`src/rtl/qrs_mp_avg_pipe_if.sv`:
```
// Streaming bus between the wavelet stage, the multiscale-product averager
// and the adaptive threshold stage. clr travels with the data stream.
interface qrs_mp_avg_pipe_if #(
  parameter int DW = 16
);
  localparam int PW = 2 * DW + 1;

  logic                 clr;
  logic                 in_valid;
  logic signed [DW-1:0] d1;
  logic signed [DW-1:0] d2;
  logic signed [DW-1:0] d3;
  logic signed [DW-1:0] d4;
  logic                 sel_hi_noise;
  logic                 out_valid;
  logic signed [PW-1:0] mp;
  logic signed [PW-1:0] mp_avg;
  logic                 avg_full;

  modport master (
    output clr, in_valid, d1, d2, d3, d4, sel_hi_noise,
    input  out_valid, mp, mp_avg, avg_full
  );

  modport slave (
    input  clr, in_valid, d1, d2, d3, d4, sel_hi_noise,
    output out_valid, mp, mp_avg, avg_full
  );
endinterface

```
`src/rtl/qrs_mp_avg_pipe.sv`:
```
// Multiscale-product averager: selects D1*D2 or D3*D4 by noise condition,
// applies 9/8 or 3/8 weight, and keeps a 2^LOG2_WIN-sample moving average.
// Pipeline: product -> weight -> window update -> output register.
module qrs_mp_avg_pipe #(
  parameter int DW       = 16,
  parameter int LOG2_WIN = 3
) (
  input logic clk,
  input logic rst,
  qrs_mp_avg_pipe_if.slave bus
);
  localparam int PW  = 2 * DW + 1;
  localparam int XW  = 2 * DW + 4;
  localparam int SW  = PW + LOG2_WIN;
  localparam int WIN = 1 << LOG2_WIN;
  localparam logic [LOG2_WIN:0] FILL_MAX = (LOG2_WIN + 1)'(WIN);

  logic                   v1, v2, v3;
  logic                   s1;
  logic signed [2*DW-1:0] p1;
  logic signed [PW-1:0]   w2, w3;
  logic signed [2*DW-1:0] p_c;
  logic signed [XW-1:0]   p_x, k_x;
  logic signed [PW-1:0]   w_c;
  logic signed [PW-1:0]   old_c;
  logic signed [SW-1:0]   sum, sum_next;
  logic [LOG2_WIN-1:0]    wp;
  logic [LOG2_WIN:0]      fill;
  logic signed [PW-1:0]   win_mem [WIN];

  // Stage 1 product: pick the coefficient pair for the current noise mode.
  always_comb begin
    p_c = bus.sel_hi_noise ? (2*DW)'(bus.d3) * (2*DW)'(bus.d4)
                           : (2*DW)'(bus.d1) * (2*DW)'(bus.d2);
  end

  // Stage 1 register; samples arriving with clr are dropped.
  always_ff @(posedge clk or posedge rst) begin
    if (rst) begin
      v1 <= 1'b0;
      s1 <= 1'b0;
      p1 <= '0;
    end else begin
      v1 <= bus.in_valid & ~bus.clr;
      if (bus.in_valid) begin
        p1 <= p_c;
        s1 <= bus.sel_hi_noise;
      end
    end
  end

  // Stage 2 weight: 3p or 9p by shift-add, then floor-divide by 8.
  always_comb begin
    p_x = XW'(p1);
    k_x = s1 ? (p_x <<< 1) + p_x : (p_x <<< 3) + p_x;
    w_c = PW'(k_x >>> 3);
  end

  // Stage 2 register.
  always_ff @(posedge clk or posedge rst) begin
    if (rst) begin
      v2 <= 1'b0;
      w2 <= '0;
    end else begin
      v2 <= v1 & ~bus.clr;
      if (v1) w2 <= w_c;
    end
  end

  // Slots not yet written since reset/clr count as zero, so stale entries
  // left behind by clr never leak into the running sum.
  always_comb begin
    old_c    = (fill == FILL_MAX) ? win_mem[wp] : '0;
    sum_next = sum + SW'(w2) - SW'(old_c);
  end

  // Stage 3 window bookkeeping: running sum, write pointer, fill count.
  always_ff @(posedge clk or posedge rst) begin
    if (rst) begin
      v3   <= 1'b0;
      w3   <= '0;
      sum  <= '0;
      wp   <= '0;
      fill <= '0;
    end else if (bus.clr) begin
      v3   <= 1'b0;
      sum  <= '0;
      wp   <= '0;
      fill <= '0;
    end else begin
      v3 <= v2;
      if (v2) begin
        w3  <= w2;
        sum <= sum_next;
        wp  <= wp + 1'b1;
        if (fill != FILL_MAX) fill <= fill + 1'b1;
      end
    end
  end

  // Stage 3 window storage; deliberately not cleared.
  always_ff @(posedge clk) begin
    if (v2 && !bus.clr) win_mem[wp] <= w2;
  end

  // Output register; mp/mp_avg hold between valid samples.
  always_ff @(posedge clk or posedge rst) begin
    if (rst) begin
      bus.out_valid <= 1'b0;
      bus.mp        <= '0;
      bus.mp_avg    <= '0;
      bus.avg_full  <= 1'b0;
    end else begin
      bus.out_valid <= v3;
      bus.avg_full  <= (fill == FILL_MAX);
      if (v3) begin
        bus.mp     <= w3;
        bus.mp_avg <= PW'(sum >>> LOG2_WIN);
      end
    end
  end
endmodule

```
`src/flat_wrapper.sv`:
```
// flat-port wrapper written by rule: the top's interface ports become plain ports
module qrs_mp_avg_pipe_flat 
#(
  parameter int DW       = 16,
  parameter int LOG2_WIN = 3
)
  (clk, rst, bus_clr, bus_in_valid, bus_d1, bus_d2, bus_d3, bus_d4, bus_sel_hi_noise, bus_out_valid, bus_mp, bus_mp_avg, bus_avg_full);
  qrs_mp_avg_pipe_if #(.DW(DW)) bus_i ();
  input logic clk;
  input logic rst;
  input wire logic [$bits(bus_i.clr)-1:0] bus_clr;
  input wire logic [$bits(bus_i.in_valid)-1:0] bus_in_valid;
  input wire logic [$bits(bus_i.d1)-1:0] bus_d1;
  input wire logic [$bits(bus_i.d2)-1:0] bus_d2;
  input wire logic [$bits(bus_i.d3)-1:0] bus_d3;
  input wire logic [$bits(bus_i.d4)-1:0] bus_d4;
  input wire logic [$bits(bus_i.sel_hi_noise)-1:0] bus_sel_hi_noise;
  output wire logic [$bits(bus_i.out_valid)-1:0] bus_out_valid;
  output wire logic [$bits(bus_i.mp)-1:0] bus_mp;
  output wire logic [$bits(bus_i.mp_avg)-1:0] bus_mp_avg;
  output wire logic [$bits(bus_i.avg_full)-1:0] bus_avg_full;
  assign bus_i.clr = bus_clr;
  assign bus_i.in_valid = bus_in_valid;
  assign bus_i.d1 = bus_d1;
  assign bus_i.d2 = bus_d2;
  assign bus_i.d3 = bus_d3;
  assign bus_i.d4 = bus_d4;
  assign bus_i.sel_hi_noise = bus_sel_hi_noise;
  assign bus_out_valid = bus_i.out_valid;
  assign bus_mp = bus_i.mp;
  assign bus_mp_avg = bus_i.mp_avg;
  assign bus_avg_full = bus_i.avg_full;
  qrs_mp_avg_pipe #(.DW(DW), .LOG2_WIN(LOG2_WIN)) u_core (.clk(clk), .rst(rst), .bus(bus_i));
endmodule
```
`config.mk`:
```
export PLATFORM = sky130hd
export DESIGN_NAME = qrs_mp_avg_pipe_flat
export DESIGN_NICKNAME = d
export VERILOG_FILES = /design/src/rtl/qrs_mp_avg_pipe_if.sv /design/src/rtl/qrs_mp_avg_pipe.sv /design/src/flat_wrapper.sv
export SDC_FILE = /design/constraint.sdc
export NUM_CORES = 2
export LEC_CHECK = 0
export ABC_AREA = 0
export BUFFER_PORTS_ARGS = -buffer_cell sky130_fd_sc_hd__buf_2
export CAP_MARGIN = 30
export CORE_MARGIN = 2
export CORE_UTILIZATION = 40
export CTS_CLUSTER_DIAMETER = 40
export DETAILED_ROUTE_END_ITERATION = 12
export GPL_TIMING_DRIVEN = 0
export PLACE_DENSITY = 0.61
export SLEW_MARGIN = 5
export SYNTH_ARGS = -nofsm -noshare
export SYNTH_HDL_FRONTEND = slang
export SYNTH_SLANG_ARGS = --single-unit
export TNS_END_PERCENT = 5
```
`constraint.sdc`:
```
create_clock -name clk -period 10.6 [get_ports clk]
set_input_delay 0.53 -clock clk [delete_from_list [all_inputs] [get_ports clk]]
set_output_delay 0.53 -clock clk [all_outputs]
set_load 0.005 [all_outputs]
```
Word-level counts from Yosys, hierarchy flattened

Memory sizes are Yosys's and may differ from the RTL's.
Index checks and enable logic that the tools add are counted.

$add $sub $neg: 6
Multipliers: 2
Equality and inequality tests: 2
Mux-type cells: 13
Bitwise logic cells: 3
Reductions and logical operators: 6

Operator list:

| cell                | count |
|---|---|
| $mux 36             | 3 |
| $mul 16x16->32      | 2 |
| $add 35x32->36      | 1 |
| $add 36x33->36      | 1 |
| $sub 36x33->36      | 1 |
| $add 33x32->34      | 1 |
| $mux 33             | 1 |
| $mux 32             | 1 |
| $mux 4              | 3 |
| $mux 3              | 2 |
| $add 4x1->4 const B | 1 |
| $eq 4x4->1 const B  | 1 |
| $ne 4x4->1 const B  | 1 |
| $reduce_and 2->1    | 2 |
| $reduce_bool 2->1   | 2 |
| $add 3x1->3 const B | 1 |
| $mux 1              | 3 |
| $and 1x1->1         | 2 |
| $logic_and 1x1->1   | 1 |
| $logic_not 1->1     | 1 |
| $not 1->1           | 1 |

Register bits after elaboration: 213
Bits in writable memories: 264
Logic and storage cells: 47
Memories: 1

Memory list:

| memory         | depth | width | read ports | clocked after memory_dff | wr ports | line                  | source |
|---|---|---|---|---|---|---|---|
| u_core.win_mem | 8     | 33    | 1          | 0                        | 1        | qrs_mp_avg_pipe.sv:29 | `logic signed [PW-1:0] win_mem [WIN];` |

Logic depth before layout (Yosys ltp)

Depth after elaboration: 5
Depth in mapped cells: 24
Gate-level depth less buffers: 22

Least setup slack after synthesis

Ideal clock, no wire load.

Path type: input-to-reg
From: input port bus_d1[15]
To: register u_core.p1[28]
Library setup time: 0.126 ns
Arrival time: 6.225 ns
Slack: 4.249 ns
Cell stages on the path: 19
Path buffers: 1
Cell sequence: clkbuf_1 nand2_1 inv_1 fa_1 fa_1 fa_1 fa_1 fa_1 inv_1 fa_1 inv_1 ha_1 a21o_1 a21oi_1 nand2_1 a22o_1 o41ai_1 mux2_2 a221o_1

Word-level cells in the longest chain between the ends: 2

RTL lines:

| element              | line                  | source |
|---|---|---|
| start, declared      | flat_wrapper.sv:13    | `input wire logic [$bits(bus_i.d1)-1:0] bus_d1;` |
| $mul 16x16->32       | qrs_mp_avg_pipe.sv:34 | `: (2*DW)'(bus.d1) * (2*DW)'(bus.d2);` |
| $mux 32              | qrs_mp_avg_pipe.sv:33 | `p_c = bus.sel_hi_noise ? (2*DW)'(bus.d3) * (2*DW)'(bus.d4)` |
| end signal, assigned | qrs_mp_avg_pipe.sv:46 | `p1 <= p_c;` |
| end, declared        | qrs_mp_avg_pipe.sv:20 | `logic signed [2*DW-1:0] p1;` |

No other way between the ends.
A chain may end at the register's enable or synchronous reset.

Final worst setup path

From: input port bus_d4[1]
To: register u_core.p1[29]

Word-level cells in the longest chain between the ends: 2

RTL lines:

| element         | line                  | source |
|---|---|---|
| start, declared | flat_wrapper.sv:16    | `input wire logic [$bits(bus_i.d4)-1:0] bus_d4;` |
| $mul 16x16->32  | qrs_mp_avg_pipe.sv:33 |  |
| $mux 32         | qrs_mp_avg_pipe.sv:33 |  |

No other way between the ends.

==> flow_summary.toml <==
[synth]
synthCells = 4075
async_flop_share_pct = 44.7
ys_seq_area_share_pct = 30.5
syn_area_per_cell_um2 = 10.7
synthesis.nets = 4967
yosys_warnings = 0
netlist_area_um2 = 43500
synth-main-ff-cell = "edfxtp_1"
ys_ff_latch = 477
synth.distinct_cells = 81
synth_edf_count = 264

[detailed_routing]
firstDrtPassIters = 5
wl_per_cell_um = 19.0
ant_nets = 0
dr_total_vias = 29911
drc = 0
vias_per_cell = 5.17
wl_mm = 110
drt_iter0_drc = 1861

[layout]
final_util_pct = 45.0
fin_nets = 5204
insertedDiodeCount = 0
layout_common_cells = "inv_1 (744), fa_1 (560), nand2_1 (364)"
layout_commonest_cell = "inv_1"
syn2layout_area_growth_pct = 12.0
drive_gt1_share_pct = 10.2

[timing]
setup_tns_ns = 0
relSlewSlack_pct = 34.1
tightestPinTransition_ns = 0.988
clock.fmax_ghz = 0.147
fin_crit_sh_pct = 64.1
skew_ns = 0.0308
post-route-min-period_ns = 6.79
hold_violations = 0
maxSlewViolCount = 0
setup_viol_count_final = 0
rsz0062_at_grt = "no"

[global_routing]
antenna_found_initial = 4
grt_usage_pct = 20.3
grt_pass1_wl_mm = 177
grt_pass1_vias = 31600
grt_overflow = 0
grt_max_degree = 111

[critical_path]
crit_path_max_fanout = 10
worstSetupStartpointType = "input port"
end_kind = "flop"
crit_arrival_ns = 7.24
crit_type = "in -> reg"
worst_ep_required_time_ns = 11.05

[clock_network]
cts_sinks = 477
htreeDepth = 3
root_buffer = "clkbuf_16"
insertion_delay_ns = 0.60
cts_buffer_depth = 3
cts_tree = "yes"
cts_buffers = 69
post_cts_resized = 0
clkTransAtPathRegs_ns = 0.05

[floorplanning]
ioPinCount = 137
chipHeight_um = 334
core_um2 = 108000
fp.dieW_um = 334
die_area_um2 = 111000
row_count = 121
start_util_pct = 40.1

[place]
place.gp.congestion = 0.896
dp_hpwl_mm = 88.4
portBuffers = 134

[run]
max_cap_viol_count = 0

[outcome]
status = "finished clean"

[hold_path]
hp-class = "in -> async"
==> area by class of cell <==
type	instances	area (um2)
fill	10228	59700
multi-input combinational	2705	27000
sequential	477	13300
inverter	747	2810
clock buffer	86	1860
tap	1414	1770
timing repair buffer	166	1050
buffer	146	548
clock inverter	42	472
==> synthesized netlist by cell type (58+ instances only) <==
cell type / n / area [um2]
a21o_1: 63 / 473
xor2_1: 58 / 508
nand2_1: 364 / 1370
inv_1: 745 / 2800
xnor2_1: 85 / 744
edfxtp_1: 264 / 7930
fa_1: 560 / 11200
mux2i_1: 62 / 621
ha_1: 263 / 3290
a21oi_1: 151 / 756
dfrtp_1: 213 / 5330
mux2_2: 70 / 788
o21ai_0: 116 / 581
clkbuf_1: 126 / 473
and2_1: 251 / 1570
mux4_2: 67 / 1510
nor2_1: 214 / 803
==> state kept, by name, summed over array words and instances (netlist names) <==
name	count
u_core.bus.avg_full	1
u_core.bus.mp	33
u_core.bus.mp_avg	33
u_core.bus.out_valid	1
u_core.fill	4
u_core.p1	32
u_core.s1	1
u_core.sum	36
u_core.v1	1
u_core.v2	1
u_core.v3	1
u_core.w2	33
u_core.w3	33
u_core.win_mem	264
u_core.wp	3
==> metrics by stage <==
step	setup WS, ns	instances	hold WS, ns	cell area, um2
after floorplan	4.25	4075	0.389	43500
after global placement	1.27	5623	0.459	46000
after detailed placement	3.22	5650	0.424	46300
after CTS	3.82	5779	0.372	48700
after global routing	3.23	5783	0.391	48700
final	3.81	5783	0.392	48700
==> path summary, 6_finish.rpt <==
kind / start / endpoint / slack (ns) / cells past startpoint
min in group clk: bus_in_valid / u_core.s1 / 0.40 / 3
max: bus_d4[1] / u_core.p1[29] / 3.81 / 21
max reg2reg: u_core.wp[1] / u_core.sum[35] / 4.82 / 17
min reg2reg: u_core.w3[1] / u_core.w3[1] / 0.47 / 2
min: rst / u_core.w2[25] / 0.39 / 3
max in group asynchronous: rst / u_core.bus.mp[8] / 8.98 / 5
==> cells by family after synthesis <==
logic type               count (synthesis)  share of synthesized area [%]
buffers and inverters                  893                           7.70
multiplexers                           199                           6.70
XOR/XNOR                               143                           2.88
adder cells (fa/ha/maj)                823                           33.3
AND/OR/NAND/NOR                        998                           10.9
AO/OA/AOI/OAI                          542                           8.05
flip-flops                             477                           30.5
==> layer usage <==
layer  wire length, um  vias to the layer above  global-route usage [%]
met2             56200                      780                    36.0
met4              3130                        8                    5.70
met3              4940                      196                    2.26
met5                53                        -                       0
li1                  -                    13758                       -
met1             45700                    15169                    26.1
==> worst max-delay path, stage by stage <==
cell,delay [ns]
buf_2,0.15
clkbuf_1,0.49
nand2_1,0.20
inv_1,0.17
fa_1,0.55
fa_1,0.90
fa_1,0.53
fa_1,0.50
fa_1,0.49
inv_1,0.05
fa_1,0.47
inv_1,0.04
ha_1,0.34
a21o_1,0.20
a211oi_1,0.31
o311ai_1,0.21
a41oi_1,0.39
o21ai_0,0.17
xor2_1,0.17
mux2i_1,0.27
a21oi_1,0.11
==> what timing repair did <==
action / 4_1_cts / 5_1_grt
hold buffers: 1 / 0
hold endpoints to repair: 2 / 0
setup buffers: 0 / 0
Power is not shown: default switching activity piles up to over one toggle a cycle in this logic, so the estimate is an artifact.
